$ cat src/rtl/wb_ext_pkg.sv
`default_nettype none
// ============================================================================
// Module      : wb_ext_pkg
// Description : Shared types and constants for the Wishbone external guard:
//               FSM state encoding, error data word, local slot number and
//               local register offsets.
// Revision    : 1.0 - initial release
// ============================================================================
package wb_ext_pkg;

    typedef enum logic [1:0] {
        ST_IDLE  = 2'd0,
        ST_REQ   = 2'd1,
        ST_LOCAL = 2'd2,
        ST_RESP  = 2'd3
    } state_t;

    localparam logic [31:0] ERR_DATA      = 32'hDEAD_BEEF;
    localparam logic [1:0]  LOCAL_SLOT    = 2'd3;

    localparam logic [1:0]  OFF_STATUS    = 2'd0;
    localparam logic [1:0]  OFF_LAST_ADDR = 2'd1;

endpackage
`default_nettype wire

$ cat src/rtl/wb_ext_status.sv
`default_nettype none
// ============================================================================
// Module      : wb_ext_status
// Description : Local status registers of the guard: saturating timeout
//               counter, sticky error flag, address of the latest timeout
//               and the local read multiplexer.
// Revision    : 1.0 - initial release
// ============================================================================
module wb_ext_status
    import wb_ext_pkg::*;
(
    input  logic        clk,
    input  logic        rst_n,
    input  logic        i_tmo,
    input  logic [31:0] i_tmo_addr,
    input  logic        i_clr,
    input  logic [1:0]  i_rd_off,
    output logic [31:0] o_rd_data
);

    logic [15:0] r_tmo_count;
    logic        r_sticky_err;
    logic [31:0] r_last_addr;

    // Timeout counter saturates; a STATUS write clears it together with the flag.
    always_ff @(posedge clk or negedge rst_n) begin
        if (!rst_n) begin
            r_tmo_count  <= 16'd0;
            r_sticky_err <= 1'b0;
        end else if (i_clr) begin
            r_tmo_count  <= 16'd0;
            r_sticky_err <= 1'b0;
        end else if (i_tmo) begin
            if (r_tmo_count != 16'hFFFF) begin
                r_tmo_count <= r_tmo_count + 16'd1;
            end
            r_sticky_err <= 1'b1;
        end
    end

    // Remember the address of the most recent timed-out transaction.
    always_ff @(posedge clk or negedge rst_n) begin
        if (!rst_n) begin
            r_last_addr <= 32'd0;
        end else if (i_tmo) begin
            r_last_addr <= i_tmo_addr;
        end
    end

    // Local read multiplexer; unused offsets read as zero.
    always_comb begin
        o_rd_data = 32'd0;
        case (i_rd_off)
            OFF_STATUS:    o_rd_data = {15'd0, r_sticky_err, r_tmo_count};
            OFF_LAST_ADDR: o_rd_data = r_last_addr;
            default:       o_rd_data = 32'd0;
        endcase
    end

endmodule
`default_nettype wire

$ cat src/rtl/wb_ext_guard.sv
`default_nettype none
// ============================================================================
// Module      : wb_ext_guard
// Description : Wishbone guard forwarding master requests to three external
//               slave slots with a response timeout, plus a local slot that
//               exposes timeout status registers.
// Revision    : 1.0 - initial release
// ============================================================================
module wb_ext_guard
    import wb_ext_pkg::*;
#(
    parameter int SLOT_LSB    = 8,
    parameter int TIMEOUT_CYC = 16
)(
    input  logic        clk,
    input  logic        rst_n,
    input  logic        wb_cyc,
    input  logic        wb_stb,
    input  logic        wb_we,
    input  logic [31:0] wb_addr,
    input  logic [31:0] wb_wdata,
    input  logic [3:0]  wb_sel,
    output logic [31:0] wb_rdata,
    output logic        wb_ack_ext,
    output logic        s_cyc,
    output logic [2:0]  s_stb,
    output logic [31:0] s_addr,
    output logic [31:0] s_wdata,
    output logic        s_we,
    output logic [3:0]  s_sel,
    input  logic [95:0] s_rdata,
    input  logic [2:0]  s_ack
);

    localparam logic [7:0] c_tmo_last = 8'(TIMEOUT_CYC - 1);

    state_t      r_state;
    state_t      w_next;
    logic [31:0] r_addr;
    logic [31:0] r_wdata;
    logic        r_we;
    logic [3:0]  r_sel;
    logic [1:0]  r_slot;
    logic [7:0]  r_cnt;
    logic [31:0] r_rdata;
    logic        r_ack;

    logic [1:0]  w_req_slot;
    logic        w_slot_ack;
    logic [31:0] w_slot_rdata;
    logic [31:0] w_local_rdata;
    logic        w_tmo;
    logic        w_clr;
    logic        w_load;
    logic [31:0] w_load_data;

    assign w_req_slot = wb_addr[SLOT_LSB+1:SLOT_LSB];

    // Select ack and read data of the addressed slave slot.
    always_comb begin
        w_slot_ack   = 1'b0;
        w_slot_rdata = 32'd0;
        case (r_slot)
            2'd0: begin w_slot_ack = s_ack[0]; w_slot_rdata = s_rdata[31:0];  end
            2'd1: begin w_slot_ack = s_ack[1]; w_slot_rdata = s_rdata[63:32]; end
            2'd2: begin w_slot_ack = s_ack[2]; w_slot_rdata = s_rdata[95:64]; end
            default: begin w_slot_ack = 1'b0; w_slot_rdata = 32'd0; end
        endcase
    end

    // Next-state logic with response load, timeout and STATUS-clear strobes.
    always_comb begin
        w_next      = r_state;
        w_tmo       = 1'b0;
        w_clr       = 1'b0;
        w_load      = 1'b0;
        w_load_data = 32'd0;
        case (r_state)
            ST_IDLE: begin
                if (wb_cyc && wb_stb) begin
                    w_next = (w_req_slot == LOCAL_SLOT) ? ST_LOCAL : ST_REQ;
                end
            end
            ST_REQ: begin
                // A master abort takes precedence over any slave response.
                if (!wb_cyc) begin
                    w_next = ST_IDLE;
                end else if (w_slot_ack) begin
                    w_next      = ST_RESP;
                    w_load      = 1'b1;
                    w_load_data = r_we ? 32'd0 : w_slot_rdata;
                end else if (r_cnt == c_tmo_last) begin
                    w_next      = ST_RESP;
                    w_load      = 1'b1;
                    w_load_data = ERR_DATA;
                    w_tmo       = 1'b1;
                end
            end
            ST_LOCAL: begin
                if (!wb_cyc) begin
                    w_next = ST_IDLE;
                end else begin
                    w_next      = ST_RESP;
                    w_load      = 1'b1;
                    w_load_data = r_we ? 32'd0 : w_local_rdata;
                    w_clr       = r_we && (r_addr[3:2] == OFF_STATUS);
                end
            end
            ST_RESP: begin
                w_next = ST_IDLE;
            end
            default: begin
                w_next = ST_IDLE;
            end
        endcase
    end

    // State register.
    always_ff @(posedge clk or negedge rst_n) begin
        if (!rst_n) begin
            r_state <= ST_IDLE;
        end else begin
            r_state <= w_next;
        end
    end

    // Latch the master request when it is accepted from IDLE.
    always_ff @(posedge clk or negedge rst_n) begin
        if (!rst_n) begin
            r_addr  <= 32'd0;
            r_wdata <= 32'd0;
            r_we    <= 1'b0;
            r_sel   <= 4'd0;
            r_slot  <= 2'd0;
        end else if (r_state == ST_IDLE && wb_cyc && wb_stb) begin
            r_addr  <= wb_addr;
            r_wdata <= wb_wdata;
            r_we    <= wb_we;
            r_sel   <= wb_sel;
            r_slot  <= w_req_slot;
        end
    end

    // Cycles spent in REQ; held at zero outside REQ so every entry starts fresh.
    always_ff @(posedge clk or negedge rst_n) begin
        if (!rst_n) begin
            r_cnt <= 8'd0;
        end else if (r_state == ST_REQ) begin
            r_cnt <= r_cnt + 8'd1;
        end else begin
            r_cnt <= 8'd0;
        end
    end

    // Registered response: ack pulses during RESP, read data holds until the next response.
    always_ff @(posedge clk or negedge rst_n) begin
        if (!rst_n) begin
            r_ack   <= 1'b0;
            r_rdata <= 32'd0;
        end else begin
            r_ack <= w_load;
            if (w_load) begin
                r_rdata <= w_load_data;
            end
        end
    end

    wb_ext_status u_status (
        .clk        (clk),
        .rst_n      (rst_n),
        .i_tmo      (w_tmo),
        .i_tmo_addr (r_addr),
        .i_clr      (w_clr),
        .i_rd_off   (r_addr[3:2]),
        .o_rd_data  (w_local_rdata)
    );

    assign wb_ack_ext = r_ack;
    assign wb_rdata   = r_rdata;
    assign s_cyc      = (r_state == ST_REQ);
    assign s_stb      = (r_state == ST_REQ) ? (3'b001 << r_slot) : 3'b000;
    assign s_addr     = r_addr;
    assign s_wdata    = r_wdata;
    assign s_we       = r_we;
    assign s_sel      = r_sel;

endmodule
`default_nettype wire
$ cat config.mk
export PLATFORM = sky130hd
export DESIGN_NAME = wb_ext_guard
export DESIGN_NICKNAME = d
export VERILOG_FILES = /design/src/rtl/wb_ext_pkg.sv /design/src/rtl/wb_ext_status.sv /design/src/rtl/wb_ext_guard.sv
export SDC_FILE = /design/constraint.sdc
export NUM_CORES = 1
export LEC_CHECK = 0
export CORE_MARGIN = 8
export CORE_UTILIZATION = 46
export DETAILED_ROUTE_END_ITERATION = 16
export PLACE_DENSITY = 0.78
export SLEW_MARGIN = 25
export SYNTH_ARGS = -nofsm -noshare
export SYNTH_HDL_FRONTEND = slang
export SYNTH_SLANG_ARGS = --single-unit
export TNS_END_PERCENT = 30
$ cat constraint.sdc
create_clock -name clk -period 3.32 [get_ports clk]
set_input_delay 0.664 -clock clk [delete_from_list [all_inputs] [get_ports clk]]
set_output_delay 0.664 -clock clk [all_outputs]
set_load 0.005 [all_outputs]
# After elaboration in Yosys (flattened, before gate mapping)
# Cells that the tools add are included.
[totals] elab_cells=71 register_bits=163 input_bits=172 out_inout_bits=106
[classes] eq_ne=11 muxes=34 n_addsub=2 n_shift=1 n_reduce_logical=11
[ops] op="$mux W32" n=6
[ops] op="$pmux W32 S2" n=2
[ops] op="$pmux W32 S3" n=1
[ops] op="$mux W16" n=3
[ops] op="$add A16 B1 Y16 const B" n=1
[ops] op="$ne A16 B16 Y1 const B" n=1
[ops] op="$mux W2" n=6
[ops] op="$mux W1" n=11
[ops] op="$add A8 B1 Y8 const B" n=1
[ops] op="$eq A2 B2 Y1 const B" n=4
[ops] op="$eq A8 B4 Y1 const B" n=1
[ops] op="$mux W8" n=1
[ops] op="$pmux W2 S4" n=1
[ops] op="$eq A2 B1 Y1 const B" n=3
[ops] op="$logic_not A2 Y1" n=3
[ops] op="$logic_and A1 B1 Y1" n=4
[ops] op="$ne A4 B2 Y1 const B" n=1
[ops] op="$reduce_and A2 Y1" n=2
[ops] op="$reduce_bool A2 Y1" n=2
[ops] op="$mux W3" n=1
[ops] op="$pmux W1 S3" n=1
[ops] op="$shl A1 B2 Y3 const A" n=1
[ops] op="$ne A2 B2 Y1 const B" n=1
[ops] op="$pmux W1 S2" n=1

# Longest topological paths before layout
[logic_depth] ltp_word=7 mapped_depth=9 depth_no_buf=7

# Modules after synthesis
# From an unflattened synthesis, not the netlist that was laid out.
[unflattened] hier_cells=717 hier_area_um2=8102.8
[by_module_without_submodules] module="wb_ext_guard" area_per_inst_um2=5587.9 instances=1 cells_per_inst=493 seq_area_each_um2=2802.7
[by_module_without_submodules] module="wb_ext_status" area_per_inst_um2=2514.9 instances=1 cells_per_inst=224 seq_area_each_um2=1226.2

# Worst setup path after synthesis
# OpenSTA, ideal clock, no wires.
[synth_path] path_kind="register -> register" startpoint="register r_state[1]" endpoint="register u_status.r_tmo_count[13]" t_arrival_ns=2.265 setup_slack_ns=0.977 period_less_slack_ns=2.343 path_stages_with_launch=9 cell_sequence="dfrtp_1 inv_1 ha_1 clkbuf_1 nand2_1 or4_4 buf_6 or4_1 a21oi_1"
[synth_between] elab_chain_len=4
[synth_rtl] item="start: declaration" line_no="wb_ext_guard.sv:37" source="state_t r_state;"
[synth_rtl] item="start signal: assignment" line_no="wb_ext_guard.sv:123" source="r_state <= w_next;"
[synth_rtl] item="$eq A2 B1 Y1"
[synth_rtl] item="named net s_cyc" line_no="wb_ext_guard.sv:25" source="output logic s_cyc,"
[synth_rtl] item="$mux W1" line_no="wb_ext_guard.sv:78" source="case (r_state)"
[synth_rtl] item="$reduce_bool A2 Y1 (no source line)"
[synth_rtl] item="$reduce_and A2 Y1 (no source line)"
[synth_rtl] item="end signal: assignment" line_no="wb_ext_status.sv:35" source="r_tmo_count <= r_tmo_count + 16'd1;"
[synth_rtl] item="end: declaration" line_no="wb_ext_status.sv:21" source="logic [15:0] r_tmo_count;"
# The timed path passes the listed nets, and every way through them passes these cells.
# A chain may end at the register's enable or synchronous reset.

# Final worst setup path
[layout_path] startpoint="register r_state[1]" endpoint="output port s_stb[1]"
[layout_between] elab_chain_len=2
[layout_rtl] item="$eq A2 B1 Y1" line_no="wb_ext_guard.sv:181" source="assign s_stb = (r_state == ST_REQ) ? (3'b001 << r_slot) : 3'b000;"
[layout_rtl] item="$mux W3" line_no="wb_ext_guard.sv:181"
[layout_rtl] item="end: declaration" line_no="wb_ext_guard.sv:26" source="output logic [2:0] s_stb,"
# Every way passes these cells.

==> summary.md <==
| Metric | Value |
|---|---|
| Status | complete, no violations |
| Die ar. | 21800 um2 |
| Period utilization | 86.7% |
| Worst Path Class, Setup | reg2out |
| Ratio of cells with drive above 1 in the final layout | 12.1% |
| DRT Wirelength | 25.0 mm |
| Worst Path Arrival | 2.21 ns |
| Syn_nets | 974 |
| TritonCTS Buffers | 17 |
| Worst R2R Start | s_addr[8] |
| Setup-failing EPs final | 0 |
| Post-CTS sizing | 0 |
| First drt pass iteration count | 5 |
| Place WS | 0.342 ns |
| Htree depth | 4 |
| IO Pins | 278 |
| ANT cells | 0 |
| Row count | 48 |
| Hpwl dp | 18.6 mm |
| Final ANT Viol Nets | 0 |
| GP Congestion | 0.863 |
| Core area | 17100 um2 |
| Largest family of logic cells by synthesized area | simple AND/OR/NAND/NOR gates |
| Clk slew on worst S/H paths | 0.06 ns |
| Max Fanout on Critical Path | 10 |
| Pins Over Slew Limit | 0 |
| Register area share after synthesis | 50.6% |
| DR iter-0 viols | 446 |
| Via count | 7004 |
| First-pass GRT wire length | 39.3 mm |
| Final min period | 2.88 ns |
| Crit path capture type | primary output |
| Async set or reset register ratio after synthesis | 100% |
| Drt wl/cell | 19.4 um |
| Most frequent cells after synthesis | dfrtp_1, nand2_1, nor2_1 |
| FF-to-FF path depth | 6 |
| # Max-Cap Violations | 0 |
| # hold bufs at CTS | 0 |
| Post-synth EDFFs | 0 |
| RSZ-0062 raised after global routing | false |
| Final layout net count | 1229 |
| Setup TNS | 0 ns |
| Xor/xnor share of the synthesized area | 0.660% |
| Max IR drop VDD | 456 uV |
| Final Non-Filler Cells | 1287 |
| Leak | 4.85 nW |
| Ys flop type | dfrtp_1 |
| Tightest Pin Transition | 0.926 ns |
| Fin worst setup slack | 0.441 ns |
| Clock Tree Buf Depth | 2 |
| Largest cells by area after synthesis | dfrtp_1, mux2_2, nand2_1 |
| Clock Latency Late Sink | 0.42 ns |
| Synth Area in Adders | 0.943% |
| DIE WIDTH | 148 um |
| Relative slew slack | 38.2% |
| Post-Synthesis Cells | 796 |
| Area delta synth->final | 45.2% |
| Nature of the critical path startpoint | flop |
| Cell Pwr Density | 787 nW/um2 |
| CTS Root Buffer Type | clkbuf_16 |
| Worst Path Required | 2.66 ns |
| Sinks on Clock Net | 161 |
| Simple-gate share of the synthesized area | 17.3% |
| Top-area cell type share of the netlist area | 50.6% |
| Synthesized area per cell | 10.0 um2 |
| Synth warnings | 0 |
| Global Route Usage Sum | 22.8% |
| Fin. Hold Viols | 0 |
| Die height | 148 um |
| Number of global-route vias before repair | 7116 |
| Synth Cell Area | 7960 um2 |
| Placed cells | 1256 |
| Clock Skew | 0.00859 ns |
| Initial antenna violation count | 0 |
| Hold/Removal Path Class | in2async |
| # fillers | 1383 |
| Post-CTS setup buffers | 0 |
| CTS tree | built |
| FF-to-FF setup slack | 0.58 ns |
| Compound-Gate Fraction of Synth Area | 12.3% |
| #FFs+latches synth | 161 |
| Gr ovfl total | 0 |
| Fmax | 347 MHz |
| Via density | 5.44 |
| Reg2Reg Capture Point | u_status.r_tmo_count[12] |
| Drt drc | 0 |
| IO buf count | 277 |
| Post-synthesis mux area share | 14.9% |
| Initial Utilization | 46.5% |
| Biggest area consumer among synthesized cells | dfrtp_1 |
| Netlist cell types | 47 |
| Largest net degree at the start of global routing | 74 |
| Most common cell in the netlist | dfrtp_1 |
per-layer routing:
metal	wire length [um]	vias to the layer above	track usage, %	part of all wire (%)
li1	-	3300	-	-
met2	11600	300	36.2	47
met3	2350	27	8.10	9.4
met1	10500	3377	28.8	42
met5	0	-	0	0
met4	465	0	6.68	1.9
worst max path at each step:
stage	endpoint	cells past startpoint	startpoint
detailed placement	wb_rdata[17]	5	wb_cyc
global route	s_stb[1]	5	r_state[1]
finish	s_stb[1]	5	r_state[1]
floorplan	u_status.r_tmo_count[13]	8	r_state[1]
CTS	s_stb[1]	5	r_state[1]
global placement	u_status.r_tmo_count[6]	7	s_ack[0]
cell families after synthesis:
group,Yosys count
compound gates,158
flops,161
mux,109
buf+inv,66
simple gates,290
fa+ha+maj,6
xor+xnor,6
final cells by class:
class                           instances  area (um2)  share of cell area [%]
Sequential cell                       161        4030                    34.9
Multi-Input combinational cell        569        3700                    32.0
Timing Repair Buffer                  294        2950                    25.5
Clock buffer                           20         457                    3.95
Tap cell                              225         282                    2.43
Clock inverter                         10         113                   0.974
Inverter                                8        30.0                   0.260
registers in the layout, summed over array words and instances, names as in the netlist:
register               count
s_addr                    32
s_wdata                   32
u_status.r_last_addr      32
wb_rdata                  32
u_status.r_tmo_count      16
r_cnt                      8
s_sel                      4
r_state                    2
s_we                       1
u_status.r_sticky_err      1
wb_ack_ext                 1
report_power, final:
| part | switching (W) | internal (W) |
|---|---|---|
| clock network | 0.000777 | 0.00114 |
| logic | 0.00172 | 0.00231 |
| registers | 0.000539 | 0.00262 |
cells in the final DEF, fill, tap and decap left out, drive strengths merged, types with 13 or more instances in the layout:
cell / synthesis / layout
nand3b: 16 / 16
dfrtp: 161 / 161
nand3: 13 / 13
mux2: 69 / 69
nand2: 123 / 123
a31oi: 19 / 19
a21oi: 39 / 39
clkdlybuf4s50: 0 / 276
clkbuf: 47 / 20
mux2i: 40 / 40
o21a: 15 / 15
buf: 11 / 18
nor2: 70 / 70
a211oi: 20 / 20
o21ai: 42 / 42
stage by stage:
stage	utilization [%]	hold WS [ns]	total power [W]	instance area, um2
finish	67.6	0.272	0.00910	11600
CTS	67.4	0.290	0.00917	11500
global placement	64.1	0.439	0.00714	11000
global route	67.6	0.318	0.00966	11600
floorplan	-	0.368	0.00500	7960
detailed placement	64.1	0.445	0.00724	11000
critical path, stage by stage (launching register included):
cell             delay (ns)
dfrtp_1                0.39
inv_1                  0.11
ha_1                   0.18
clkinv_1               0.28
nor3b_1                0.29
clkdlybuf4s50_1        0.55
Power figures use the tool's default switching activity.
